<file path="src/rtl/serial_out_prog.sv">
// Programmable serial pattern shifter: per-bit period select, bit order, idle level,
// one-shot / repeat-N / continuous framing with gapless frame-to-frame transitions.
module serial_out_prog #(
    parameter int DATA_BIT = 32,
    parameter int CNT_BIT  = 8,
    parameter int REP_BIT  = 8
) (
    input  logic                clk,
    input  logic                rst_n,
    input  logic                i_start,
    input  logic                i_stop,
    input  logic [1:0]          i_mode,
    input  logic [REP_BIT-1:0]  i_repeat,
    input  logic                i_msb_first,
    input  logic                i_idle_level,
    input  logic [DATA_BIT-1:0] i_output_pattern,
    input  logic [DATA_BIT-1:0] i_freq_pattern,
    input  logic [CNT_BIT-1:0]  i_low_period,
    input  logic [CNT_BIT-1:0]  i_high_period,
    output logic                o_serial_out,
    output logic                o_busy,
    output logic                o_bit_tick,
    output logic                o_done_tick,
    output logic                o_all_done_tick
);

    localparam int IDX_W = $clog2(DATA_BIT);

    typedef enum logic {S_IDLE, S_SHIFT} state_t;

    state_t state, state_next;

    logic [DATA_BIT-1:0] data_buf;
    logic [DATA_BIT-1:0] freq_buf;
    logic [CNT_BIT-1:0]  low_buf;
    logic [CNT_BIT-1:0]  high_buf;
    logic [1:0]          mode_buf;
    logic [REP_BIT-1:0]  rep_buf;
    logic                msb_buf;
    logic                idle_buf;
    logic [IDX_W-1:0]    bit_idx;
    logic [CNT_BIT-1:0]  period_cnt;
    logic [REP_BIT:0]    frame_cnt;
    logic                serial_q;

    logic                last_cycle;
    logic                last_bit;
    logic                frame_end;
    logic                final_frame;
    logic                one_shot;
    logic [REP_BIT:0]    frame_cnt_inc;
    logic [REP_BIT:0]    rep_eff;
    logic [IDX_W-1:0]    next_idx;
    logic [IDX_W-1:0]    next_sel;
    logic [IDX_W-1:0]    start_sel;

    // Physical bit position for a logical bit index, honouring the bit order
    function automatic logic [IDX_W-1:0] map_idx(input logic msb, input logic [IDX_W-1:0] idx);
        return msb ? (IDX_W'(DATA_BIT - 1) - idx) : idx;
    endfunction

    // Counter load value: a zero period behaves as one cycle
    function automatic logic [CNT_BIT-1:0] load_val(input logic sel,
                                                    input logic [CNT_BIT-1:0] lo,
                                                    input logic [CNT_BIT-1:0] hi);
        logic [CNT_BIT-1:0] p;
        p = sel ? hi : lo;
        return (p == '0) ? '0 : (p - CNT_BIT'(1));
    endfunction

    assign last_cycle    = (state == S_SHIFT) && (period_cnt == '0);
    assign last_bit      = (bit_idx == IDX_W'(DATA_BIT - 1));
    assign frame_end     = last_cycle && last_bit;
    assign frame_cnt_inc = frame_cnt + (REP_BIT+1)'(1);
    assign rep_eff       = (rep_buf == '0) ? (REP_BIT+1)'(1) : {1'b0, rep_buf};
    assign one_shot      = (mode_buf == 2'b00) || (mode_buf == 2'b11);
    assign final_frame   = one_shot || ((mode_buf == 2'b01) && (frame_cnt_inc == rep_eff));
    assign next_idx      = last_bit ? '0 : (bit_idx + IDX_W'(1));
    assign next_sel      = map_idx(msb_buf, next_idx);
    assign start_sel     = map_idx(i_msb_first, '0);

    always_ff @(posedge clk or negedge rst_n) begin
        if (!rst_n) begin
            state <= S_IDLE;
        end else begin
            state <= state_next;
        end
    end

    // Stop beats start; a start while shifting simply restarts in place
    always_comb begin
        state_next = state;
        case (state)
            S_IDLE: begin
                if (i_start && !i_stop) state_next = S_SHIFT;
            end
            S_SHIFT: begin
                if (i_stop)                          state_next = S_IDLE;
                else if (i_start)                    state_next = S_SHIFT;
                else if (frame_end && final_frame)   state_next = S_IDLE;
            end
            default: state_next = S_IDLE;
        endcase
    end

    always_ff @(posedge clk or negedge rst_n) begin
        if (!rst_n) begin
            data_buf   <= '0;
            freq_buf   <= '0;
            low_buf    <= '0;
            high_buf   <= '0;
            mode_buf   <= '0;
            rep_buf    <= '0;
            msb_buf    <= 1'b0;
            idle_buf   <= 1'b0;
            bit_idx    <= '0;
            period_cnt <= '0;
            frame_cnt  <= '0;
            serial_q   <= 1'b0;
        end else if (i_stop) begin
            if (state == S_SHIFT) begin
                serial_q   <= idle_buf;
                bit_idx    <= '0;
                period_cnt <= '0;
                frame_cnt  <= '0;
            end
        end else if (i_start) begin
            data_buf   <= i_output_pattern;
            freq_buf   <= i_freq_pattern;
            low_buf    <= i_low_period;
            high_buf   <= i_high_period;
            mode_buf   <= i_mode;
            rep_buf    <= i_repeat;
            msb_buf    <= i_msb_first;
            idle_buf   <= i_idle_level;
            bit_idx    <= '0;
            frame_cnt  <= '0;
            serial_q   <= i_output_pattern[start_sel];
            period_cnt <= load_val(i_freq_pattern[start_sel], i_low_period, i_high_period);
        end else if (state == S_SHIFT) begin
            if (period_cnt != '0) begin
                period_cnt <= period_cnt - CNT_BIT'(1);
            end else if (frame_end && final_frame) begin
                serial_q  <= idle_buf;
                bit_idx   <= '0;
                frame_cnt <= '0;
            end else begin
                // Next bit (or first bit of the next frame) follows with no gap
                bit_idx    <= next_idx;
                serial_q   <= data_buf[next_sel];
                period_cnt <= load_val(freq_buf[next_sel], low_buf, high_buf);
                if (last_bit) frame_cnt <= frame_cnt_inc;
            end
        end
    end

    always_comb begin
        o_busy          = (state == S_SHIFT);
        o_bit_tick      = last_cycle && !i_start && !i_stop;
        o_done_tick     = o_bit_tick && last_bit;
        o_all_done_tick = o_done_tick && final_frame;
    end

    assign o_serial_out = serial_q;

endmodule

</file>
<file path="config.mk">
export PLATFORM = sky130hd
export DESIGN_NAME = serial_out_prog
export DESIGN_NICKNAME = d
export VERILOG_FILES = /design/src/rtl/serial_out_prog.sv
export SDC_FILE = /design/constraint.sdc
export NUM_CORES = 1
export LEC_CHECK = 0
export CAP_MARGIN = 15
export CORE_AREA = 2 2 142 144
export CTS_CLUSTER_SIZE = 14
export DETAILED_ROUTE_END_ITERATION = 6
export DIE_AREA = 0 0 144 146
export PLACE_DENSITY_LB_ADDON = 0.25
export REMOVE_ABC_BUFFERS = 1
export SYNTH_ARGS = -nofsm -noshare
export SYNTH_HDL_FRONTEND = slang
export SYNTH_SLANG_ARGS = --single-unit
</file>
<file path="constraint.sdc">
create_clock -name clk -period 5.1 [get_ports clk]
set_clock_uncertainty 0.05 [all_clocks]
set_input_delay 1.02 -clock clk [delete_from_list [all_inputs] [get_ports clk]]
set_output_delay 1.02 -clock clk [all_outputs]
set_load 0.1 [all_outputs]
</file>
==> out/metrics.cfg, run 1 <==
[route]
vias = 5174
antenna_left = 0
dr.pass1.iters = 5
drt-total-wl_mm = 16.3
wl_per_cell_um = 16.8
avgViaCountPerCell = 5.33
drc_errors = 0
drtIter0Drc = 437

[worst_setup_path]
cp_max_fo = 17
start_kind = flop
arrival_ps = 5000
worstSetupPathType = flop to flop
cp.required_ps = 5340
endpoint_kind = flop

[cts]
ctsResizeCount = 0
cts-root-buf = clkbuf_16
clk_path_buf_depth = 2
clock_latency_ps = 420
holdBufCountCts = 0
cts_made_buffers = 17
cts_setup_buffers = 0
numClockSinks = 116
htreeDepth = 4
path_clk_slew_ps = 50
cts_tree = yes

[logic_synthesis]
synth_fa_ha_area_frac = 0.0167
yosys.area_share.simple = 0.114
synth_compound_area_frac = 0.106
ys.warnings.count = 0
syn-cell-area_um2 = 6730
postSynthCellCount = 592
ys_types = 60
yosys.area_share.xor_xnor = 0.0366
async_reset_ff_frac = 1.00
yosysTopAreaCellShare = 0.431
synth_area_leader_cell = dfrtp_1
synth-seq-cells = 116
synth_mux_area_frac = 0.266
synth_commonest_cells = dfrtp_1 (116), mux2_2 (95), o21ai_0 (33), nor2_1 (29), nor3_1 (28)
synth_top_family_by_area = multiplexers
synth.area.top_cells = dfrtp_1 (43%), mux2_2 (16%), mux4_2 (6.4%)
ys_seq_area_frac = 0.431
synth.most_common_cell = dfrtp_1
postSynthAreaPerCell_um2 = 11.4
synth-edff-count = 0
synthFlopType = dfrtp_1

[floorplan]
io_pins = 101
die_w_um = 144
die-area_um2 = 21000
fp-row-count = 51
start_util = 0.348
die_y_um = 146
core_um2 = 19300

[timing]
tns_ps = 0
worst_slack_ps = 345
drv_slew = 0
rsz0062_at_grt = no
fmax_mhz = 210
worstMarginPinSlew_ps = 986
setup_viol = 0
hold_viol_final = 0
fin_crit_sh = 0.932
period_minus_slack_ps = 4760
worst_hold_slack_ps = 452
max_slew_margin = 0.340

[place]
gp_congestion = 0.902
hpwl_mm = 12.1
dp_cells = 939
place_ws_ps = 340
port_buffers = 100

[outcome]
status = complete, no violations

[global_route]
antenna_found_initial = 0
grt_max_degree = 68
track_usage = 0.164
grt_pass1_vias = 5431
grt.overflow.total = 0
grt_pass1_wl_mm = 27.1

[job]
drv_cap = 0

[hold_path]
hold_class = flop to flop

[power]
leakage_nw = 3.51
max-vdd-ir-drop_uv = 241
p_per_area_nw_per_um2 = 376

[final_layout]
finalNetCount = 798
fin_util = 0.447
fillers = 1792
drive_gt1_frac = 0.235
instances_no_fill = 971
n_antenna_cell = 0
area_growth_pct = 28.2

==> cell type report <==
class | instances | area [um2] | share of cell area
Tap cell | 265 | 332 | 0.0384
Clock buffer | 23 | 478 | 0.0554
Timing Repair Buffer | 111 | 1070 | 0.124
Clock inverter | 9 | 150 | 0.0174
Sequential cell | 116 | 2900 | 0.336
Inverter | 15 | 56.3 | 0.00652
Multi-Input combinational cell | 432 | 3640 | 0.422
==> flip-flops by register name, indices dropped and copies added (netlist names) <==
signal,cells
data_buf,32
freq_buf,32
frame_cnt,9
high_buf,8
low_buf,8
period_cnt,8
rep_buf,8
bit_idx,5
mode_buf,2
idle_buf,1
msb_buf,1
o_busy,1
o_serial_out,1
==> placed cells by master (no fill, tap or decap), types with 6 or more instances in the layout <==
cell type          n
nor2b_1            7
nor4_1             7
nor3_1            28
mux4_2            19
nor2_1            28
nand4_1           13
nand2_1           25
mux2i_1           24
nand3_1           13
dfrtp_1          116
ha_1               9
xor2_1             8
nand2b_1           6
o21ai_0           33
xnor2_1           17
buf_4             15
a21oi_1           13
inv_1             15
clkdlybuf4s50_1   96
and3_1             8
clkbuf_16         17
o211ai_1          14
mux2_2            95
==> path summary, 6_finish.rpt <==
check / startpoint / end / slack, ps / cells after the start
max in group asynchronous: rst_n / data_buf[30]$_DFFE_PN0P_ / 3500 / 2
min in group asynchronous: rst_n / freq_buf[5]$_DFFE_PN0P_ / 470 / 1
hold / removal: data_buf[14]$_DFFE_PN0P_ / data_buf[14]$_DFFE_PN0P_ / 450 / 1
setup reg to reg: bit_idx[0]$_DFFE_PN0P_ / period_cnt[6]$_DFFE_PN0P_ / 340 / 18
hold reg to reg: data_buf[14]$_DFFE_PN0P_ / data_buf[14]$_DFFE_PN0P_ / 450 / 1
setup / recovery: bit_idx[0]$_DFFE_PN0P_ / period_cnt[6]$_DFFE_PN0P_ / 340 / 18
==> logic make-up after synthesis <==
family / Yosys count
AND/OR/NAND/NOR: 150
multiplexers: 140
flip-flops: 116
AO/OA/AOI/OAI: 107
buffers and inverters: 44
XOR/XNOR: 26
adder cells (fa/ha/maj): 9
==> worst max-delay path: stages (launching register included) <==
cell      delay (ps)
dfrtp_1          450
ha_1             250
and3_1           150
ha_1             220
nor2_4           110
buf_4            290
mux4_1           600
nand4_1          110
nand4_1          130
o22ai_2          170
or2_1            160
buf_4            170
mux2i_1          260
ha_1             230
nand2b_1         110
nor4_1           210
mux2_2           370
a211o_1          290
a221o_1          310
==> per-stage QoR <==
step	total power, W	cell area [um2]
finish	0.00325	8630
floorplan	0.00172	6590
CTS	0.00328	8630
global placement	0.00198	8010
detailed placement	0.00200	8010
global route	0.00341	8630
==> layer usage <==
metal  routed length (um)  GRT usage  share of wire  vias to the layer above
li1                     -          -              -                     2442
met1                 7330      0.209           0.45                     2565
met2                 7940      0.268           0.49                      132
met3                  574     0.0329          0.035                       35
met4                  434     0.0701          0.027                        0
met5                    0          0              0                        -
==> where the power goes <==
group / internal [W] / switching [W] / total [W]
logic: 0.000421 / 0.000391 / 0.000812
registers: 0.00105 / 0.000117 / 0.00117
clock network: 0.000853 / 0.000414 / 0.00127
(Power assumes the default switching activity.)
==> inputs of run 2 (changes only) <==
- CORE_AREA: 2 2 142 144 -> 3 3 108 136
- DIE_AREA: 0 0 144 146 -> 0 0 111 139
==> out/metrics.cfg, run 2 (synthesized netlist as in run 1, its figures left out) <==
[route]
route.met3.wl_um = 709  ; +24%
antenna_left = 0  ; unchanged
vias = 5227  ; +1.0%
wl_per_cell_um = 18.5  ; +10%
top_layer = met4
drtIter0Drc = 242  ; -45%
dr.pass1.iters = 5  ; unchanged
drc_errors = 0  ; unchanged
avgViaCountPerCell = 5.94  ; +11%
drt-total-wl_mm = 16.3  ; +0.11%
drt-met1-wl_mm = 6.46  ; -12%
dr_wl_met2_mm = 8.67  ; +9.2%

[power]
switching_share = 0.282  ; -0.00171
switchingPower_w = 0.000923  ; +0.14%
power_frac_comb = 0.248  ; -0.002
seq_power_share = 0.359  ; about the same
max-vdd-ir-drop_uv = 247  ; +2.5%
power.share.clock = 0.393  ; +0.003
leakage_nw = 3.53  ; +0.55%
internal_power_w = 0.00235  ; +0.99%
p_per_area_nw_per_um2 = 384  ; +1.9%

[global_route]
grt_pass1_wl_mm = 26.8  ; -0.94%
track_usage = 0.215  ; +0.0515
antenna_found_initial = 0  ; unchanged
grt.overflow.total = 0  ; unchanged
grt_pass1_vias = 5457  ; +0.48%
grt_max_degree = 75  ; +10%

[cts]
cts-root-buf = clkbuf_16
path_clk_slew_ps = 60  ; about the same
cts_made_buffers = 17  ; unchanged
clock_latency_ps = 410  ; about the same
numClockSinks = 116  ; unchanged
htreeDepth = 4  ; unchanged
cts_tree = yes
clk_path_buf_depth = 2  ; unchanged

[place]
place_ws_ps = 332  ; -8.20 ps
port_buffers = 100  ; unchanged
gp_congestion = 0.893  ; -0.94%
dp_cells = 848  ; -9.7%
hpwl_mm = 11.8  ; -3.1%

[timing]
fin_crit_sh = 0.924  ; -0.00884
tns_ps = 0  ; unchanged
hold_viol_final = 0  ; unchanged
fmax_mhz = 212  ; +0.96%
period_minus_slack_ps = 4710  ; -45.1 ps
drv_slew = 0  ; unchanged
setup_viol = 0  ; unchanged
max_slew_margin = 0.330  ; -0.0107
worstMarginPinSlew_ps = 1000  ; +16.0 ps
rsz0062_at_grt = no
worst_slack_ps = 390  ; +45.1 ps

[floorplan]
core_um2 = 13600  ; -29%
io_pins = 101  ; unchanged
fp-row-count = 48  ; -5.9%
die-area_um2 = 15400  ; -27%
die_y_um = 139  ; -4.8%
start_util = 0.494  ; +0.146
die_w_um = 111  ; -23%

[worst_setup_path]
path_cells = ha_1 -> and3_1 -> ha_1 -> nor2_4 -> buf_6 -> mux4_1 -> o211ai_1 -> nand4_1 -> o22ai_2 -> or2_1 -> buf_4 -> mux2i_1 -> ha_1 -> nand2b_1 -> nor4_1 -> mux2_2 -> a211o_1 -> a221o_1
r2r_end = period_cnt[6]$_DFFE_PN0P_
arrival_ps = 4960  ; -40 ps
cpMostUsedCell = ha_1
endpoint = period_cnt[6]$_DFFE_PN0P_
crit_slowest_cell = mux4_1
r2r_setup_slack_ps = 390  ; +50 ps
cp.required_ps = 5350  ; about the same
endpoint_kind = flop
worstSetupPathType = flop to flop
max_stage_delay_ps = 600  ; about the same
r2r_cells = 18  ; unchanged
cp_max_fo = 17  ; unchanged
rr_startpoint = bit_idx[0]$_DFFE_PN0P_
start_kind = flop
crit_start = bit_idx[0]$_DFFE_PN0P_

[final_layout]
fin_util = 0.626  ; +0.179
instances_no_fill = 880  ; -9.4%
multi_input_area_um2 = 3640  ; unchanged
final_common_cell = dfrtp_1
area_growth_pct = 26.7
finalNetCount = 797  ; -0.13%
fillers = 1105  ; -38%
final_cell_mix = dfrtp_1 (116), clkdlybuf4s50_1 (96), mux2_2 (95), o21ai_0 (33)
n_antenna_cell = 0  ; unchanged
drive_gt1_frac = 0.238  ; +0.00317
seq_area_um2 = 2900  ; unchanged
reg_top3 = data_buf x32, freq_buf x32, frame_cnt x9

[job]
drv_cap = 0  ; unchanged

[hold_path]
hold_class = flop to flop
min_from = data_buf[30]$_DFFE_PN0P_
holdPathStages = 1  ; unchanged

[outcome]
status = complete, no violations

[run 2: worst min-delay path by stage]
stage	to	slack (ps)
finish	data_buf[30]$_DFFE_PN0P_	460
floorplan	bit_idx[4]$_DFFE_PN0P_	420
global placement	data_buf[0]$_DFFE_PN0P_	440
global route	data_buf[26]$_DFFE_PN0P_	470
CTS	data_buf[12]$_DFFE_PN0P_	460
detailed placement	data_buf[6]$_DFFE_PN0P_	450
[run 2: metrics by stage]
stage                     total power [W]  hold WS [ps]  area, um2
final                             0.00327           455       8530
after detailed placement          0.00199           445       7890
after global placement            0.00196           436       7890
after CTS                         0.00329           457       8530
after global routing              0.00342           470       8530
after floorplan                   0.00172           420       6590
[run 2: cell type report]
type	instances	area share
clock buffer	22	0.0579
clock inverter	10	0.0176
inverter	15	0.00660
multi-input combinational	432	0.427
sequential	116	0.340
tap	175	0.0257
timing repair buffer	110	0.125
[run 2: power by group through the flow]
stage          Sequential (W)  Combinational [W]  Clock, W
3_3_place_gp          0.00118           0.000782         0
5_1_grt               0.00119           0.000886   0.00134
3_5_place_dp          0.00119           0.000805         0
6_report              0.00118           0.000812   0.00129
4_1_cts               0.00118           0.000813   0.00131
2_1_floorplan         0.00117           0.000549         0
[run 2: per-layer routing]
layer / up-vias / track usage
met5: - / 0
met4: 0 / 0.0901
met3: 41 / 0.0467
met2: 159 / 0.384
met1: 2596 / 0.249
li1: 2431 / -
[run 2: worst max-delay path: cells and delay by family (launching register included)]
kind            cells  cell delay [ps]
flops               1              440
simple gates        6              860
mux                 3             1240
compound gates      4              860
buf+inv             2              390
fa+ha+maj           3              710
[run 2: what timing repair did]
item,CTS,global route
resized for setup,0,1
hold buffers,0,0
buffers inserted,0,0
hold endpoints to repair,0,0
endpoints found under the setup margin,0,1
